===== config.mk =====
export PLATFORM = sky130hd
export DESIGN_NAME = player_control
export DESIGN_NICKNAME = d
export VERILOG_FILES = /design/src/rtl/player_pkg.sv /design/src/rtl/heading_lut.sv /design/src/rtl/player_control.sv
export SDC_FILE = /design/constraint.sdc
export NUM_CORES = 1
export LEC_CHECK = 0
export BUFFER_PORTS_ARGS = -buffer_cell sky130_fd_sc_hd__buf_2
export CAP_MARGIN = 20
export CORE_AREA = 2 2 194 196
export DETAILED_ROUTE_END_ITERATION = 6
export DIE_AREA = 0 0 196 198
export GPL_TIMING_DRIVEN = 0
export PLACE_DENSITY_LB_ADDON = 0.08
export SLEW_MARGIN = 10
export SYNTH_ARGS = -nofsm -noshare
export SYNTH_HDL_FRONTEND = slang
export SYNTH_HIERARCHICAL = 1
export SYNTH_SLANG_ARGS = --single-unit

===== constraint.sdc =====
create_clock -name clk_in -period 7.35 [get_ports clk_in]
set_clock_uncertainty 0.15 [all_clocks]
set_input_delay 0.735 -clock clk_in [delete_from_list [all_inputs] [get_ports clk_in]]
set_output_delay 0.735 -clock clk_in [all_outputs]
set_load 0.02 [all_outputs]

===== src/rtl/player_pkg.sv =====
// Shared types and constants for the player movement controller:
// FSM states, move kinds, button bit positions and fixed-point helper widths.
package player_pkg;

    localparam int NUM_BTNS     = 6;
    localparam int BTN_FWD      = 0;
    localparam int BTN_BWD      = 1;
    localparam int BTN_ROT_L    = 2;
    localparam int BTN_ROT_R    = 3;
    localparam int BTN_STRAFE_L = 4;
    localparam int BTN_STRAFE_R = 5;

    localparam int CELL_W = 8;
    // Internal precision of the heading table generator (Q2.30 in a longint).
    localparam int LUT_Q  = 30;

    typedef enum logic [2:0] {
        ST_IDLE,
        ST_CALC,
        ST_WALL_REQ,
        ST_WALL_WAIT,
        ST_COMMIT,
        ST_ROT
    } state_t;

    typedef enum logic [1:0] {
        MV_FWD,
        MV_BWD,
        MV_STRAFE_L,
        MV_STRAFE_R
    } move_t;

endpackage


===== src/rtl/heading_lut.sv =====
// Heading table: maps a heading index to (cos, sin) in signed fixed point, one cycle registered.
// The table is built at elaboration from ANGLE_STEPS with a first-quadrant Taylor series.
module heading_lut
    import player_pkg::*;
#(
    parameter int FP_W        = 16,
    parameter int FRAC_W      = 8,
    parameter int ANGLE_STEPS = 16
) (
    input  logic                        clk_in,
    input  logic [$clog2(ANGLE_STEPS)-1:0] idx,
    output logic signed [FP_W-1:0]      cos_out,
    output logic signed [FP_W-1:0]      sin_out
);

    localparam int     QTR         = ANGLE_STEPS / 4;
    localparam longint ONE_Q       = 64'sd1 <<< LUT_Q;
    localparam longint HALF_PI_Q   = 64'sd1686629713;

    function automatic longint taylor(input longint x, input bit odd);
        longint x2, term, acc;
        x2   = (x * x) >>> LUT_Q;
        term = odd ? x : ONE_Q;
        acc  = term;
        for (int k = 1; k <= 6; k++) begin
            term = -((term * x2) >>> LUT_Q) / (odd ? (2 * k) * (2 * k + 1) : (2 * k - 1) * (2 * k));
            acc  = acc + term;
        end
        return acc;
    endfunction

    function automatic logic signed [FP_W-1:0] to_fp(input longint v);
        longint r;
        r = (v + (64'sd1 <<< (LUT_Q - FRAC_W - 1))) >>> (LUT_Q - FRAC_W);
        return FP_W'(r);
    endfunction

    // Quadrant folding keeps the series argument within [0, pi/2).
    function automatic logic signed [FP_W-1:0] lut_val(input int i, input bit want_sin);
        int q, r;
        longint th;
        logic signed [FP_W-1:0] c, s, cv, sv;
        q  = i / QTR;
        r  = i % QTR;
        th = (HALF_PI_Q * r) / QTR;
        c  = to_fp(taylor(th, 1'b0));
        s  = to_fp(taylor(th, 1'b1));
        case (q)
            0:       begin cv = c;  sv = s;  end
            1:       begin cv = -s; sv = c;  end
            2:       begin cv = -c; sv = -s; end
            default: begin cv = s;  sv = -c; end
        endcase
        return want_sin ? sv : cv;
    endfunction

    logic signed [FP_W-1:0] cos_tab [ANGLE_STEPS];
    logic signed [FP_W-1:0] sin_tab [ANGLE_STEPS];

    for (genvar g = 0; g < ANGLE_STEPS; g++) begin : g_tab
        assign cos_tab[g] = lut_val(g, 1'b0);
        assign sin_tab[g] = lut_val(g, 1'b1);
    end

    always_ff @(posedge clk_in) begin
        cos_out <= cos_tab[idx];
        sin_out <= sin_tab[idx];
    end

endmodule


===== src/rtl/player_control.sv =====
// Player movement controller: turns button levels into move/rotate events, checks moves
// against the wall map, and publishes a frame-stable copy of position and heading.
module player_control
    import player_pkg::*;
#(
    parameter int                     FP_W          = 16,
    parameter int                     FRAC_W        = 8,
    parameter int                     ANGLE_STEPS   = 16,
    parameter logic signed [FP_W-1:0] MOVE_STEP     = 16'h0040,
    parameter logic signed [FP_W-1:0] FOV_K         = 16'h00A9,
    parameter int                     REPEAT_CYCLES = 2_000_000,
    parameter logic signed [FP_W-1:0] START_X       = 16'h0180,
    parameter logic signed [FP_W-1:0] START_Y       = 16'h0180,
    parameter int                     MAP_CELLS     = 24
) (
    input  logic                    clk_in,
    input  logic                    rst_in,
    input  logic [NUM_BTNS-1:0]     btn_in,
    input  logic                    frame_switch,
    output logic                    wall_req,
    output logic [CELL_W-1:0]       wall_cell_x,
    output logic [CELL_W-1:0]       wall_cell_y,
    input  logic                    wall_ack,
    input  logic                    wall_hit,
    output logic signed [FP_W-1:0]  posX,
    output logic signed [FP_W-1:0]  posY,
    output logic signed [FP_W-1:0]  dirX,
    output logic signed [FP_W-1:0]  dirY,
    output logic signed [FP_W-1:0]  planeX,
    output logic signed [FP_W-1:0]  planeY,
    output logic                    state_valid
);

    localparam int IDX_W = $clog2(ANGLE_STEPS);
    localparam int CNT_W = $clog2(REPEAT_CYCLES + 1);
    localparam logic [CNT_W-1:0]      REP_LAST = CNT_W'(REPEAT_CYCLES - 1);
    localparam logic signed [FP_W-1:0] ONE     = FP_W'(1 << FRAC_W);
    localparam logic signed [FP_W-1:0] POS_MIN = ONE;
    localparam logic signed [FP_W-1:0] POS_MAX = FP_W'(((MAP_CELLS - 1) << FRAC_W) - 1);

    function automatic logic signed [FP_W-1:0] fx_mul(input logic signed [FP_W-1:0] a,
                                                      input logic signed [FP_W-1:0] b);
        logic signed [2*FP_W-1:0] prod;
        prod = $signed({{FP_W{a[FP_W-1]}}, a}) * $signed({{FP_W{b[FP_W-1]}}, b});
        prod = prod >>> FRAC_W;
        return prod[FP_W-1:0];
    endfunction

    function automatic logic signed [FP_W-1:0] clamp_pos(input logic signed [FP_W-1:0] v);
        if (v < POS_MIN)      return POS_MIN;
        else if (v > POS_MAX) return POS_MAX;
        else                  return v;
    endfunction

    logic [NUM_BTNS-1:0]    btn_prev, btn_event;
    logic [CNT_W-1:0]       rep_cnt [NUM_BTNS];
    state_t                 state;
    move_t                  move, sel_move;
    logic                   take_move, take_rot, rot_left, hit_q;
    logic [IDX_W-1:0]       idx, idx_next;
    logic signed [FP_W-1:0] pos_x, pos_y, dir_x, dir_y, plane_x, plane_y;
    logic signed [FP_W-1:0] cand_x, cand_y, step_x, step_y, sum_x, sum_y;
    logic signed [FP_W-1:0] lut_cos, lut_sin;
    logic                   snap_d;

    heading_lut #(
        .FP_W        (FP_W),
        .FRAC_W      (FRAC_W),
        .ANGLE_STEPS (ANGLE_STEPS)
    ) u_lut (
        .clk_in  (clk_in),
        .idx     (idx_next),
        .cos_out (lut_cos),
        .sin_out (lut_sin)
    );

    // An event fires on the press itself and then every REPEAT_CYCLES samples while held.
    always_comb begin
        btn_event = '0;
        for (int i = 0; i < NUM_BTNS; i++)
            btn_event[i] = btn_in[i] && (!btn_prev[i] || rep_cnt[i] == REP_LAST);
    end

    always_ff @(posedge clk_in) begin
        if (rst_in) begin
            btn_prev <= '0;
            for (int i = 0; i < NUM_BTNS; i++) rep_cnt[i] <= '0;
        end else begin
            btn_prev <= btn_in;
            for (int i = 0; i < NUM_BTNS; i++)
                rep_cnt[i] <= (!btn_in[i] || btn_event[i]) ? '0 : rep_cnt[i] + CNT_W'(1);
        end
    end

    always_comb begin
        take_move = 1'b0;
        take_rot  = 1'b0;
        rot_left  = 1'b0;
        sel_move  = MV_FWD;
        if (btn_event[BTN_FWD])           take_move = 1'b1;
        else if (btn_event[BTN_BWD])      begin take_move = 1'b1; sel_move = MV_BWD;      end
        else if (btn_event[BTN_STRAFE_L]) begin take_move = 1'b1; sel_move = MV_STRAFE_L; end
        else if (btn_event[BTN_STRAFE_R]) begin take_move = 1'b1; sel_move = MV_STRAFE_R; end
        else if (btn_event[BTN_ROT_L])    begin take_rot  = 1'b1; rot_left = 1'b1;        end
        else if (btn_event[BTN_ROT_R])    take_rot = 1'b1;
    end

    // The table is addressed with the next index so its output lines up with ROT.
    always_comb begin
        idx_next = idx;
        if (rst_in)
            idx_next = '0;
        else if (state == ST_IDLE && !take_move && take_rot)
            idx_next = rot_left ? idx + IDX_W'(1) : idx - IDX_W'(1);
    end

    always_comb begin
        step_x = dir_x;
        step_y = dir_y;
        case (move)
            MV_FWD:      begin step_x = dir_x;  step_y = dir_y;  end
            MV_BWD:      begin step_x = -dir_x; step_y = -dir_y; end
            MV_STRAFE_L: begin step_x = -dir_y; step_y = dir_x;  end
            MV_STRAFE_R: begin step_x = dir_y;  step_y = -dir_x; end
        endcase
        sum_x = pos_x + fx_mul(step_x, MOVE_STEP);
        sum_y = pos_y + fx_mul(step_y, MOVE_STEP);
    end

    always_ff @(posedge clk_in) begin
        if (rst_in) begin
            state       <= ST_IDLE;
            move        <= MV_FWD;
            idx         <= '0;
            pos_x       <= START_X;
            pos_y       <= START_Y;
            dir_x       <= ONE;
            dir_y       <= '0;
            plane_x     <= '0;
            plane_y     <= FOV_K;
            cand_x      <= '0;
            cand_y      <= '0;
            hit_q       <= 1'b0;
            wall_req    <= 1'b0;
            wall_cell_x <= '0;
            wall_cell_y <= '0;
        end else begin
            idx <= idx_next;
            case (state)
                ST_IDLE: begin
                    if (take_move) begin
                        move  <= sel_move;
                        state <= ST_CALC;
                    end else if (take_rot) begin
                        state <= ST_ROT;
                    end
                end
                ST_CALC: begin
                    cand_x <= clamp_pos(sum_x);
                    cand_y <= clamp_pos(sum_y);
                    state  <= ST_WALL_REQ;
                end
                ST_WALL_REQ: begin
                    wall_req    <= 1'b1;
                    wall_cell_x <= CELL_W'(cand_x >> FRAC_W);
                    wall_cell_y <= CELL_W'(cand_y >> FRAC_W);
                    state       <= ST_WALL_WAIT;
                end
                ST_WALL_WAIT: begin
                    if (wall_ack) begin
                        hit_q    <= wall_hit;
                        wall_req <= 1'b0;
                        state    <= ST_COMMIT;
                    end
                end
                ST_COMMIT: begin
                    if (!hit_q) begin
                        pos_x <= cand_x;
                        pos_y <= cand_y;
                    end
                    state <= ST_IDLE;
                end
                ST_ROT: begin
                    dir_x   <= lut_cos;
                    dir_y   <= lut_sin;
                    plane_x <= fx_mul(-lut_sin, FOV_K);
                    plane_y <= fx_mul(lut_cos, FOV_K);
                    state   <= ST_IDLE;
                end
                default: state <= ST_IDLE;
            endcase
        end
    end

    // Non-blocking reads give the pre-commit state when a commit lands on the frame edge.
    always_ff @(posedge clk_in) begin
        if (rst_in) begin
            posX        <= START_X;
            posY        <= START_Y;
            dirX        <= ONE;
            dirY        <= '0;
            planeX      <= '0;
            planeY      <= FOV_K;
            snap_d      <= 1'b0;
            state_valid <= 1'b0;
        end else begin
            snap_d      <= frame_switch;
            state_valid <= snap_d;
            if (frame_switch) begin
                posX   <= pos_x;
                posY   <= pos_y;
                dirX   <= dir_x;
                dirY   <= dir_y;
                planeX <= plane_x;
                planeY <= plane_y;
            end
        end
    end

endmodule


==> impl_results.md <==
* # DRC at 0
* Most frequent cells in the layout: dfxtp_1, nand2_1, nor2_1
* Layout area overhead at 12.37%
* TNS Setup at 0 ps
* Most common cell after layout, fill and taps aside: dfxtp_1
* Tmin final at 6933 ps
* Latest clock arrival within the worst-skew pair at 590 ps
* GPL Wtd Cong at 0.9517
* CP arrival at 7210 ps
* Yosys warning count at 6
* Reg power frac at 32.9%
* CP top delay family: adder cells
* Run status: completed
* Slowest CP cell: o311ai_0
* Routed Antenna Nets at 0
* Buffers added on ports at 122
* Busiest grt layer: met2
* Largest net degree at the start of global routing at 14
* Setup crit start kind: register
* Hold buffers post-CTS at 0
* Post-synth EDFFs at 0
* Iter 0 DRT Violations at 1111
* Worst path most repeated cell: ha_1
* Synthesized flop and latch total at 403
* Switching power at 2307 uW
* Starting Density at 60.18%
* Relative slew slack at 31.58%
* Post-Syn Nets at 2828
* GRT overflow at 0
* Antenna violations before repair at 1
* Clk network pwr share at 33.7%
* Antenna Cells at 0
* CTS tree: yes
* Dpl hpwl at 42.70 mm
* I/O Pins at 125
* Detailed Routing Iterations Pass 1 at 5
* First-pass GRT wire length at 89.03 mm
* Comb pwr share at 33.4%
* Switching part of the total at 33.51%
* Sequential area share after synthesis at 36.27%
* Layout cells sized above 1 at 8.738%
* Critical path endpoint category: register
* Total Routing Usage GR at 28.79%
* Post-Syn Area at 22240 sq um
* Crit path depth at 20
* Met1 Track Usage GR at 36.06%
* Layout Nets at 2996
* Post-synthesis async set-or-reset flop share at 0%
* Max-slew violation total from the final report at 0
* GR Util met3 at 6.438%
* Internal power at 4576 uW
* Peak supply drop at 0.0002711 V
* Die extent in x at 196 microns
* Fmax at 144.2 MHz
* Synthesized area per cell at 8.624 sq um
* Rows at 71
* Synth top area share at 36.27%
* Fin. Hold Viols at 0
* Hold path cells at 2
* Lkg Pwr at 0.01097 uW
* Die area at 38810 sq um
* Slew @ Worst Pin at 1024 ps
* Max-cap violations at 0
* Worst r2r path cells at 20
* Post-cts sizing count at 0
* Endpoints failing setup at 0
* RSZ-0062 raised after global routing: false
* CP max FO at 7
* Number of global-route vias before repair at 17560
* Power Density at 275.4 nW/um^2
* Distinct cells, synth at 78
* Avg WL per Cell at 17.18 microns
* CTS HTree Levels at 2
* Clk slew on worst S/H paths at 60 ps
* Num CTS Buffers at 43
* Via density at 5.592
* Pwr Total at 6883 uW
* Ratio of final minimum period to clock period at 94.33%
* CTS max path bufs at 3
* Hold WC Path Type: input port to register
* Leading post-synthesis cells by cell area: dfxtp_1, ha_1, nand2_1
* Post-CTS Setup Bufs at 0
* Critical path cell sequence: or4_1, nor4_1, nand2_1, or2_2, or4_1, xor2_1, ha_1, ha_1, inv_1, fa_1, inv_1, fa_1, ha_1, nand4_1, o311ai_0, a31oi_1, o21bai_1, nand2_1, xor2_1, a211oi_1
* Worst reg-to-reg setup slack at 420 ps
* Root Buffer: clkbuf_16
* Worst path bufs/invs at 2
* Synth Flop Type: dfxtp_1
* CTS sink cnt at 403
* Critical path data required time at 7620 ps
* Cell count after synthesis at 2579
* Core ar. at 36960 sq um
* Delay of the slowest critical-path stage at 720 ps
* Post-synth top area cell: dfxtp_1
* Die Y-Extent at 198 microns
* Kind of critical path: register to register
* Total wire length at 55.91 mm
* DR vias at 18200
* GR Util met2 at 48.49%
## layout make-up
type	count	area (sq um)
flip-flops and latches	403	8068
repair buffers	123	625.6
clock inverters	18	282.8
well taps	474	593.1
multi-input cells	1885	13020
plain buffers	122	524.3
fillers	3157	11960
clock buffers	61	1244
inverters	169	634.4
## state kept, by name (all words and copies together) (netlist names), 2 cells and up
name	flops
state	3
posY	16
cand_y	16
pos_x	16
wall_cell_x	8
dir_y	16
plane_y	16
cand_x	16
btn_prev	6
rep_cnt	126
u_lut/cos_out	9
dir_x	16
dirY	16
move	2
posX	16
idx	4
plane_x	16
pos_y	16
dirX	16
planeX	16
planeY	16
u_lut/sin_out	9
wall_cell_y	8
## power by group through the flow
stage | logic (uW) | clock network, uW | registers, uW
global route | 2640 | 2450 | 2270
finish | 2300 | 2320 | 2260
floorplan | 1760 | 0 | 2300
global placement | 2180 | 0 | 2310
CTS | 2300 | 2350 | 2260
detailed placement | 2250 | 0 | 2310
## worst register-to-register path, stage by stage, from the launching register on
cell,delay [ps]
dfxtp_1,390
or4_1,610
nor4_1,290
nand2_1,130
or2_2,310
or4_1,430
xor2_1,380
ha_1,310
ha_1,270
inv_1,50
fa_1,540
inv_1,70
fa_1,510
ha_1,370
nand4_1,130
o311ai_0,720
a31oi_1,280
o21bai_1,290
nand2_1,110
xor2_1,300
a211oi_1,130
## cell families after synthesis
kind of cell / Yosys count / synth area share, %
muxes: 110 / 5.243
adders and majority gates: 238 / 15.38
and+or+nand+nor: 976 / 20.20
DFF: 403 / 36.27
buffers and inverters: 291 / 5.209
AOI/OAI and AO/OA: 353 / 9.474
xor gates and xnor gates: 208 / 8.225
## worst paths after layout
| kind | start | to |
|---|---|---|
| max | u_lut/sin_out[7] | plane_x[15] |
| max reg2reg | u_lut/sin_out[7] | plane_x[15] |
| min | btn_in[0] | btn_prev[0] |
| min reg2reg | cand_y[7] | cand_y[7] |
## cells in the mapped netlist (all sizes together) (9+ instances only)
| library cell | count |
|---|---|
| o211ai | 10 |
| nor3 | 31 |
| a211oi | 9 |
| dfxtp | 403 |
| nor4b | 14 |
| nor4 | 10 |
| a21o | 19 |
| o21ai | 76 |
| nand3b | 11 |
| fa | 59 |
| ha | 179 |
| and4 | 14 |
| nand4 | 29 |
| clkbuf | 96 |
| xor2 | 116 |
| or3 | 18 |
| xnor2 | 92 |
| a22oi | 9 |
| nand2 | 326 |
| mux2i | 100 |
| buf | 26 |
| and3 | 44 |
| nor2b | 20 |
| nand2b | 21 |
| a21oi | 167 |
| nand3 | 77 |
| and2 | 12 |
| nor2 | 321 |
| inv | 169 |
## through the flow
stage | std cells | setup slack (ps) | util, % | hold slack [ps] | instance area [sq um]
final | 3255 | 416.6 | 67.63 | 285.5 | 24990
after global routing | 3255 | 20.67 | 67.63 | 273.4 | 24990
after CTS | 3255 | 492.3 | 67.63 | 254.2 | 24990
after detailed placement | 3176 | 558.8 | 63.50 | 284.7 | 23470
after global placement | 3175 | 648.2 | 63.44 | 282.9 | 23450
after floorplan | 2579 | 1627 | - | 263.8 | 22240
## metal layers
layer | up-vias | routed length (microns)
met4 | 2 | 2036
met5 | - | 11
met3 | 133 | 3829
met1 | 8601 | 24000
met2 | 475 | 26040
li1 | 8992 | -
Note: power is estimated with default switching activity, not from simulation.
